$ cat config.mk
export PLATFORM = sky130hd
export DESIGN_NAME = router_fifo_pkt
export DESIGN_NICKNAME = d
export VERILOG_FILES = /design/src/rtl/router_pkg.sv /design/src/rtl/router_fifo_pkt_tracker.sv /design/src/rtl/router_fifo_pkt.sv
export SDC_FILE = /design/constraint.sdc
export NUM_CORES = 1
export LEC_CHECK = 0
export ABC_AREA = 1
export BUFFER_PORTS_ARGS = -buffer_cell sky130_fd_sc_hd__buf_2
export CAP_MARGIN = 15
export CORE_MARGIN = 8
export CORE_UTILIZATION = 55
export DETAILED_ROUTE_END_ITERATION = 7
export PLACE_DENSITY_LB_ADDON = 0.12
export SLEW_MARGIN = 10
export SYNTH_ARGS = -nofsm -noshare
export SYNTH_HDL_FRONTEND = slang
export SYNTH_SLANG_ARGS = --single-unit
$ cat constraint.sdc
create_clock -name clock -period 3.65 [get_ports clock]
set_input_delay 0.5475 -clock clock [delete_from_list [all_inputs] [get_ports clock]]
set_output_delay 0.5475 -clock clock [all_outputs]
set_load 0.01 [all_outputs]
$ cat src/rtl/router_pkg.sv
// Shared definitions for the packet-aware router output FIFO: header field layout and length decode.
package router_pkg;
  localparam int HDR_LEN_LSB = 2;

  // The header flag sits just above the data field of a stored entry.
  function automatic int hdr_flag_bit(input int data_width);
    return data_width;
  endfunction

  function automatic logic [31:0] hdr_len(input logic [31:0] hdr_byte);
    return hdr_byte >> HDR_LEN_LSB;
  endfunction
endpackage

$ cat src/rtl/router_fifo_pkt_tracker.sv
// Remaining-byte counter for the packet being read; pulses pkt_end alongside the parity byte.
module router_fifo_pkt_tracker #(
  parameter int DATA_WIDTH = 8
) (
  input  logic                  clock,
  input  logic                  reset_n,
  input  logic                  flush,
  input  logic                  rd_strobe,
  input  logic                  hdr_flag,
  input  logic [DATA_WIDTH-3:0] len,
  output logic                  pkt_end
);
  logic [DATA_WIDTH-2:0] rem;

  always_ff @(posedge clock or negedge reset_n) begin
    if (!reset_n) begin
      rem     <= '0;
      pkt_end <= 1'b0;
    end else if (flush) begin
      rem     <= '0;
      pkt_end <= 1'b0;
    end else begin
      pkt_end <= 1'b0;
      if (rd_strobe) begin
        // A header always reloads, abandoning any unfinished packet.
        if (hdr_flag) begin
          rem <= {1'b0, len} + 1'b1;
        end else if (rem != '0) begin
          rem     <= rem - 1'b1;
          pkt_end <= (rem == {{(DATA_WIDTH-2){1'b0}}, 1'b1});
        end
      end
    end
  end
endmodule

$ cat src/rtl/router_fifo_pkt.sv
// Packet-aware output FIFO for one router destination port.
// Optional FIFO_RD_TIMEOUT_EN: flush stored data after TIMEOUT_CYC idle read cycles.
module router_fifo_pkt
  import router_pkg::*;
#(
  parameter int DATA_WIDTH  = 8,
  parameter int DEPTH       = 16,
  parameter int TIMEOUT_CYC = 30
) (
  input  logic                     clock,
  input  logic                     reset_n,
  input  logic                     soft_reset,
  input  logic                     write_enb,
  input  logic                     lfd_state,
  input  logic [DATA_WIDTH-1:0]    data_in,
  input  logic                     read_enb,
  output logic [DATA_WIDTH-1:0]    data_out,
  output logic                     empty,
  output logic                     full,
  output logic                     pkt_end,
  output logic [$clog2(DEPTH):0]   occupancy
);
  localparam int ADDR_W = $clog2(DEPTH);
  localparam int FLAG_B = hdr_flag_bit(DATA_WIDTH);

  logic [DATA_WIDTH:0] mem [DEPTH];
  logic [ADDR_W:0]     wr_ptr, rd_ptr, wr_nxt, rd_nxt;
  logic                do_wr, do_rd, flush;
  logic [DATA_WIDTH:0] rd_entry;
  logic [31:0]         len_full;

`ifdef FIFO_RD_TIMEOUT_EN
  localparam int CNT_W = $clog2(TIMEOUT_CYC + 1);
  logic [CNT_W-1:0] idle_cnt;
  logic             timeout_hit;

  assign timeout_hit = !empty && !read_enb && (idle_cnt == CNT_W'(TIMEOUT_CYC - 1));
  assign flush       = soft_reset | timeout_hit;

  always_ff @(posedge clock or negedge reset_n) begin
    if (!reset_n)                                         idle_cnt <= '0;
    else if (flush || read_enb || empty)                  idle_cnt <= '0;
    else                                                  idle_cnt <= idle_cnt + 1'b1;
  end
`else
  assign flush = soft_reset;
`endif

  assign do_wr    = write_enb && !full && !flush;
  assign do_rd    = read_enb && !empty && !flush;
  assign wr_nxt   = wr_ptr + (ADDR_W+1)'(do_wr);
  assign rd_nxt   = rd_ptr + (ADDR_W+1)'(do_rd);
  assign rd_entry = mem[rd_ptr[ADDR_W-1:0]];
  assign len_full = hdr_len(32'(rd_entry[DATA_WIDTH-1:0]));

  always_ff @(posedge clock) begin
    if (do_wr) mem[wr_ptr[ADDR_W-1:0]] <= {lfd_state, data_in};
  end

  always_ff @(posedge clock or negedge reset_n) begin
    if (!reset_n) begin
      wr_ptr    <= '0;
      rd_ptr    <= '0;
      occupancy <= '0;
      empty     <= 1'b1;
      full      <= 1'b0;
      data_out  <= '0;
    end else if (flush) begin
      wr_ptr    <= '0;
      rd_ptr    <= '0;
      occupancy <= '0;
      empty     <= 1'b1;
      full      <= 1'b0;
      data_out  <= '0;
    end else begin
      wr_ptr    <= wr_nxt;
      rd_ptr    <= rd_nxt;
      occupancy <= wr_nxt - rd_nxt;
      empty     <= (wr_nxt == rd_nxt);
      full      <= (wr_nxt[ADDR_W] != rd_nxt[ADDR_W]) &&
                   (wr_nxt[ADDR_W-1:0] == rd_nxt[ADDR_W-1:0]);
      if (do_rd) data_out <= rd_entry[DATA_WIDTH-1:0];
    end
  end

  router_fifo_pkt_tracker #(.DATA_WIDTH(DATA_WIDTH)) u_tracker (
    .clock     (clock),
    .reset_n   (reset_n),
    .flush     (flush),
    .rd_strobe (do_rd),
    .hdr_flag  (rd_entry[FLAG_B]),
    .len       (len_full[DATA_WIDTH-3:0]),
    .pkt_end   (pkt_end)
  );
endmodule

Word level (Yosys, flattened, before mapping)
Memories as Yosys holds them, arrays and structs flattened.
Cells that the tools add are included.
{ "classes": {"n_reduce_logical": 12, "n_eq_ne": 4, "add_sub_neg": 5, "n_mux": 17} }
{ "op_table": {"columns": ["cell", "count"], "rows": [
  ["7-bit 2-to-1 mux", 4],
  ["8-bit 2-to-1 mux", 2],
  ["5-bit 2-to-1 mux", 3],
  ["5-bit by 1-bit adder with 5-bit output", 2],
  ["1-bit 2-to-1 mux", 8],
  ["6-bit by 1-bit adder with 7-bit output, second input constant", 1],
  ["7-bit by 1-bit equality test with 1-bit output, second input constant", 1],
  ["7-bit nonzero test", 1],
  ["7-bit by 1-bit subtractor with 7-bit output, second input constant", 1],
  ["5-bit equality test", 1],
  ["1-bit logical AND", 5],
  ["5-bit subtractor", 1],
  ["4-bit equality test", 1],
  ["1-bit zero test", 3],
  ["3-bit nonzero test", 1],
  ["2-bit AND reduction", 1],
  ["2-bit nonzero test", 1],
  ["1-bit != test", 1]
]} }
{ "word_totals": {"ramBits": 144, "n_memories": 1, "output_inout_bits": 16, "register_bits": 33, "input_bits": 14, "elab_cells": 47} }
{ "memory_table": {"columns": ["name", "words", "word_bits", "rd", "rd_clocked_by_memory_dff", "wr", "line", "source"], "rows": [
  ["mem", 16, 9, 1, 0, 1, "router_fifo_pkt.sv:26", "logic [DATA_WIDTH:0] mem [DEPTH];"]
]} }

Longest topological paths before layout
{ "depth": {"word_depth": 7, "mapped_depth": 18, "depth_no_buf": 16} }

Hierarchy
A second synthesis with hierarchy kept.
{ "unflattened": {"hier_cells": 841, "area_unflattened_um2": 8120.3} }
{ "modules_own_cells": {"columns": ["mod", "seq_area_each_um2", "area_each_um2", "cells_each", "instances"], "rows": [
  ["router_fifo_pkt", 4951.0, 7427.1, 735, 1],
  ["router_fifo_pkt_tracker", 200.2, 693.2, 106, 1]
]} }

Least setup slack after synthesis
Ideal clock, no wire load.
{ "synth_path": {"path_type": "input to register", "from": "in soft_reset", "to": "reg occupancy[4]", "t_arrival_ns": 2.643, "n_path_buf": 1, "path_slack_ns": 0.929, "cell_stages": 14, "t_required_ns": 3.573, "setup_time_ns": 0.077, "path_cell_list": "clkbuf_1 > inv_1 > nand2_1 > nor2_1 > ha_1 > ha_1 > xnor2_1 > inv_1 > ha_1 > nand2_1 > inv_1 > a221oi_1 > o21ai_0 > a21oi_1"} }
{ "synth_between": {"elab_chain_len": 5, "elab_cells_between_ends": 7, "cone_classes": "add/sub (3); mux (1); reduce/logical (3)"} }
{ "synth_lines": {"columns": ["item", "line", "source"], "rows": [
  ["start, declared", "router_fifo_pkt.sv:12", "input logic soft_reset,"],
  ["1-bit zero test", "router_fifo_pkt.sv:49, router_fifo_pkt.sv:50", null],
  ["1-bit logical AND, on equally long branches", "router_fifo_pkt.sv:49, router_fifo_pkt.sv:50", null],
  ["5-bit by 1-bit adder with 5-bit output, on equally long branches", "router_fifo_pkt.sv:51, router_fifo_pkt.sv:52", null],
  ["5-bit subtractor", "router_fifo_pkt.sv:78", "occupancy <= wr_nxt - rd_nxt;"],
  ["5-bit 2-to-1 mux (*)", "router_fifo_pkt.sv:68", "end else if (flush) begin"],
  ["end signal, assigned", "router_fifo_pkt.sv:78", null],
  ["end, declared", "router_fifo_pkt.sv:21", "output logic [$clog2(DEPTH):0] occupancy"]
]} }
Every way passes the cells marked *; elsewhere a longest branch is shown, timed or not.
A chain may end at the register's enable or synchronous reset.

Worst setup path in the final report
Same ends and word-level chain as after synthesis.

==> summary.txt <==
Outcome
  • Run status: finished clean

Routing
  • Count of routing violations after the opening detailed-route iteration: 503
  • Number of detailed-routing iterations run before antenna repair: 4
  • Routed WL: 16.8 mm
  • Remaining routing DRC violations: 0
  • Routed vias/inst: 5.36
  • Final routed wire length divided by cell count: 17.4 um
  • Overall via count from detail_route: 5161
  • Remaining antenna violation count: 0

Layout
  • # nets final: 798
  • Antenna diodes: 0
  • Area occupied by registers: 0.00515 mm^2
  • Area used by multi-input combinational logic: 0.00213 mm^2
  • Number of fill cells: 1135
  • Post-Layout Inst Area: 0.00859 mm^2
  • Non-filler instance count after layout: 962
  • Area growth from synthesis to final layout: 10.2%
  • Fraction of final layout cells sized beyond drive strength 1: 10.1%

Clock network
  • Number of buffers inserted for hold repair after clock tree synthesis: 0
  • Maximum level of the CTS H-tree: 4
  • Clock insertion delay at the later pin of the skew report: 0.43 ns
  • Cts repair resizes: 0
  • CTS root buffer: sky130_fd_sc_hd__clkbuf_16
  • Number of setup buffers added after CTS: 0
  • TritonCTS clock tree: built
  • Number of sinks driven by the clock tree: 177
  • Maximum number of buffers from clock root to sink: 2
  • Number of CTS-inserted buffers: 17
  • Clock-pin slew on the worst setup and hold paths: 0.06 ns

Worst hold path
  • Kind of path behind the tightest hold check: primary input to asynchronous set/reset pin

Critical path
  • Number of buffer and inverter stages on the critical path: 4
  • Req. time, crit path: 4.01 ns
  • Depth of the worst register-to-register path: 13
  • CP Cell Sequence: buf_2, inv_1, nand2_1, nor2_1, ha_1, ha_1, xnor2_1, inv_1, ha_1, nand2_1, inv_1, a221oi_1, o21ai_0, a21oi_1
  • Critical R2R Launch: empty
  • Capturing point of the worst reg2reg path: occupancy[4]
  • Crit path launch type: primary input
  • Critical path fanouts, max: 16
  • Crit path arrival time: 3.20 ns
  • Family with the most delay on the worst path: adder cells
  • Type of destination of the critical path: register
  • Reg-to-reg setup timing slack: 0.90 ns
  • Worst-path cell with the longest stage delay: sky130_fd_sc_hd__ha_1
  • Startpoint-to-endpoint class of the critical path: primary input to register
  • Highest cell delay on the worst timing path: 0.36 ns

Power
  • Leakage power figure: 3.55 nW
  • Total power draw: 0.00419 W
  • Pwr per Cell Area: 488 mW/mm^2
  • Peak ir drop on the vdd network: 0.000326 V

Timing
  • Max_slew headroom: 38.8%
  • Slew Viols, Final: 0
  • Maximum clock frequency: 0.352 GHz
  • RSZ-0062 raised after global routing: false
  • Final Hold Vio Count: 0
  • Share of the clock period used by the worst path: 77.8%
  • Worst hold slack after final layout: 0.180 ns
  • Final setup TNS: 0 ns
  • Worst Tran Pin Value: 0.915 ns
  • Period minus WS final: 2.84 ns
  • Number of setup violations in the final report: 0
  • Worst Skew: 0.00564 ns

Global route
  • Global-route wire length before repair: 26.6 mm
  • Antenna violations before repair: 0
  • Vias in the first global route: 4856
  • GR Util All Layers: 19.4%
  • Grt ovf: 0
  • Maximum number of pins on one net before global-route repair: 78

Placement
  • Placed instance area: 0.00808 mm^2
  • Port buffer count: 29
  • Cell count after placement: 932
  • Detailed Place HPWL: 10.4 mm
  • Placer's final routability congestion estimate: 0.903

Synthesis
  • Synth Register Bits: 177
  • Share of synthesized area occupied by flip-flops and latches: 66.1%
  • Mean post-synth cell area: 10.6 um^2
  • Count of yosys warnings during synthesis: 0
  • Combined area of all synthesized cells: 0.00780 mm^2
  • Number of distinct library cells after synthesis: 34
  • Synth Instances: 737
  • Mapped Nets: 764

Run
  • Total of max-cap violations: 0

Floorplanning
  • Die span in x: 135 um
  • Initial Utilization: 56.2%
  • Number of standard-cell rows in the floorplan: 43
  • Die footprint: 0.0182 mm^2
  • Core region area: 0.0139 mm^2
  • Die height: 135 um
  • Number of ports placed on the die boundary: 30
worst register-to-register path, stage by stage (launching register included):
cell                       delay (ns)
sky130_fd_sc_hd__dfstp_2         0.37
sky130_fd_sc_hd__inv_1           0.04
sky130_fd_sc_hd__nand2_1         0.07
sky130_fd_sc_hd__nor2_1          0.31
sky130_fd_sc_hd__ha_1            0.26
sky130_fd_sc_hd__ha_1            0.19
sky130_fd_sc_hd__xor2_1          0.24
sky130_fd_sc_hd__inv_1           0.10
sky130_fd_sc_hd__ha_1            0.34
sky130_fd_sc_hd__nand2_1         0.11
sky130_fd_sc_hd__inv_1           0.05
sky130_fd_sc_hd__a221oi_1        0.32
sky130_fd_sc_hd__o21ai_0         0.16
sky130_fd_sc_hd__a21oi_1         0.13
how the worst max path moves through the flow:
| stage | startpoint | end | depth (start not counted) |
|---|---|---|---|
| floorplan | soft_reset | occupancy[4] | 14 |
| global placement | soft_reset | occupancy[4] | 14 |
| detailed placement | soft_reset | occupancy[4] | 14 |
| CTS | soft_reset | occupancy[4] | 14 |
| global route | soft_reset | occupancy[4] | 14 |
| finish | soft_reset | occupancy[4] | 14 |
cell usage after synthesis:
cell type | instances | area, um^2
sky130_fd_sc_hd__o21bai_1 | 1 | 7.51
sky130_fd_sc_hd__xnor2_1 | 4 | 35.0
sky130_fd_sc_hd__inv_2 | 4 | 15.0
sky130_fd_sc_hd__or2_2 | 1 | 6.26
sky130_fd_sc_hd__nor4_1 | 1 | 6.26
sky130_fd_sc_hd__nand2_1 | 166 | 623
sky130_fd_sc_hd__o21ai_0 | 33 | 165
sky130_fd_sc_hd__buf_2 | 10 | 50.1
sky130_fd_sc_hd__a221oi_1 | 1 | 8.76
sky130_fd_sc_hd__o22ai_1 | 8 | 50.1
sky130_fd_sc_hd__nor2_1 | 96 | 360
sky130_fd_sc_hd__o221ai_1 | 2 | 17.5
sky130_fd_sc_hd__o211ai_1 | 7 | 52.6
sky130_fd_sc_hd__ha_1 | 12 | 150
sky130_fd_sc_hd__clkbuf_1 | 5 | 18.8
sky130_fd_sc_hd__nand4_1 | 1 | 6.26
sky130_fd_sc_hd__o31ai_1 | 1 | 7.51
sky130_fd_sc_hd__nand2_2 | 1 | 6.26
sky130_fd_sc_hd__a211oi_1 | 1 | 7.51
sky130_fd_sc_hd__edfxtp_1 | 144 | 4320
sky130_fd_sc_hd__buf_4 | 10 | 75.1
sky130_fd_sc_hd__dfrtp_1 | 32 | 801
sky130_fd_sc_hd__o21ai_1 | 20 | 100
sky130_fd_sc_hd__inv_4 | 1 | 6.26
sky130_fd_sc_hd__a21oi_1 | 7 | 35.0
sky130_fd_sc_hd__nor2_2 | 1 | 6.26
sky130_fd_sc_hd__dfstp_2 | 1 | 26.3
sky130_fd_sc_hd__a22o_1 | 1 | 8.76
sky130_fd_sc_hd__xor2_1 | 8 | 70.1
sky130_fd_sc_hd__clkinv_1 | 1 | 3.75
sky130_fd_sc_hd__nand3_1 | 75 | 375
sky130_fd_sc_hd__fa_1 | 1 | 20.0
sky130_fd_sc_hd__buf_6 | 7 | 78.8
sky130_fd_sc_hd__inv_1 | 73 | 274
logic make-up (layout without fill, tap and decap cells):
| kind of cell | after synthesis | count (layout) | synth area share [%] |
|---|---|---|---|
| simple gates | 342 | 342 | 17.8 |
| flops | 177 | 177 | 66.1 |
| buf+inv | 111 | 156 | 6.69 |
| compound gates | 82 | 82 | 5.90 |
| fa+ha+maj | 13 | 13 | 2.18 |
| xor+xnor | 12 | 12 | 1.35 |
flip-flops by register name, summed over array words and instances (netlist names):
| signal | flops |
|---|---|
| wr_ptr | 5 |
| u_tracker.pkt_end | 1 |
| data_out | 8 |
| mem | 144 |
| empty | 1 |
| rd_ptr | 5 |
| occupancy | 5 |
| u_tracker.rem | 7 |
| full | 1 |
per-layer routing:
layer	GRT usage, %	vias to the layer above	wire length [um]
met5	0	-	0
met1	25.7	2425	7310
li1	-	2531	-
met3	4.23	33	1050
met4	8.57	0	432
met2	30.0	172	7970
report_power, final:
part	switching (W)	internal [W]	leakage (nW)	total [W]
Sequential	0.0000182	0.00222	1.75	0.00224
Combinational	0.000240	0.000106	1.56	0.000346
Clock	0.000695	0.000913	0.247	0.00161
Total	0.000953	0.00324	3.55	0.00419
layout make-up:
class                      instances  share of cell area, %
tap                              180                   2.62
multi-input combinational        449                   24.7
inverter                          79                   3.48
sequential                       177                   60.0
clock inverter                    10                  0.830
clock buffer                      20                   5.08
timing repair buffer              47                   3.26
placed cells by master (no fill, tap or decap), drive strengths merged, types with 8 or more instances in the layout:
master and count:
clkbuf 20, nand2 167, xor2 8, clkinv 9, buf 47, nor2 97
o21ai 53, o22ai 8, dfrtp 32, ha 12, edfxtp 144, nand3 75
inv 78
through the flow:
| step | util (%) | worst slack (ns) |
|---|---|---|
| after floorplan | - | 0.929 |
| after global placement | 58.2 | 0.646 |
| after detailed placement | 58.2 | 0.445 |
| after CTS | 61.9 | 0.884 |
| after global routing | 61.9 | 0.560 |
| final | 61.9 | 0.811 |
Power figures use the tool's default switching activity.
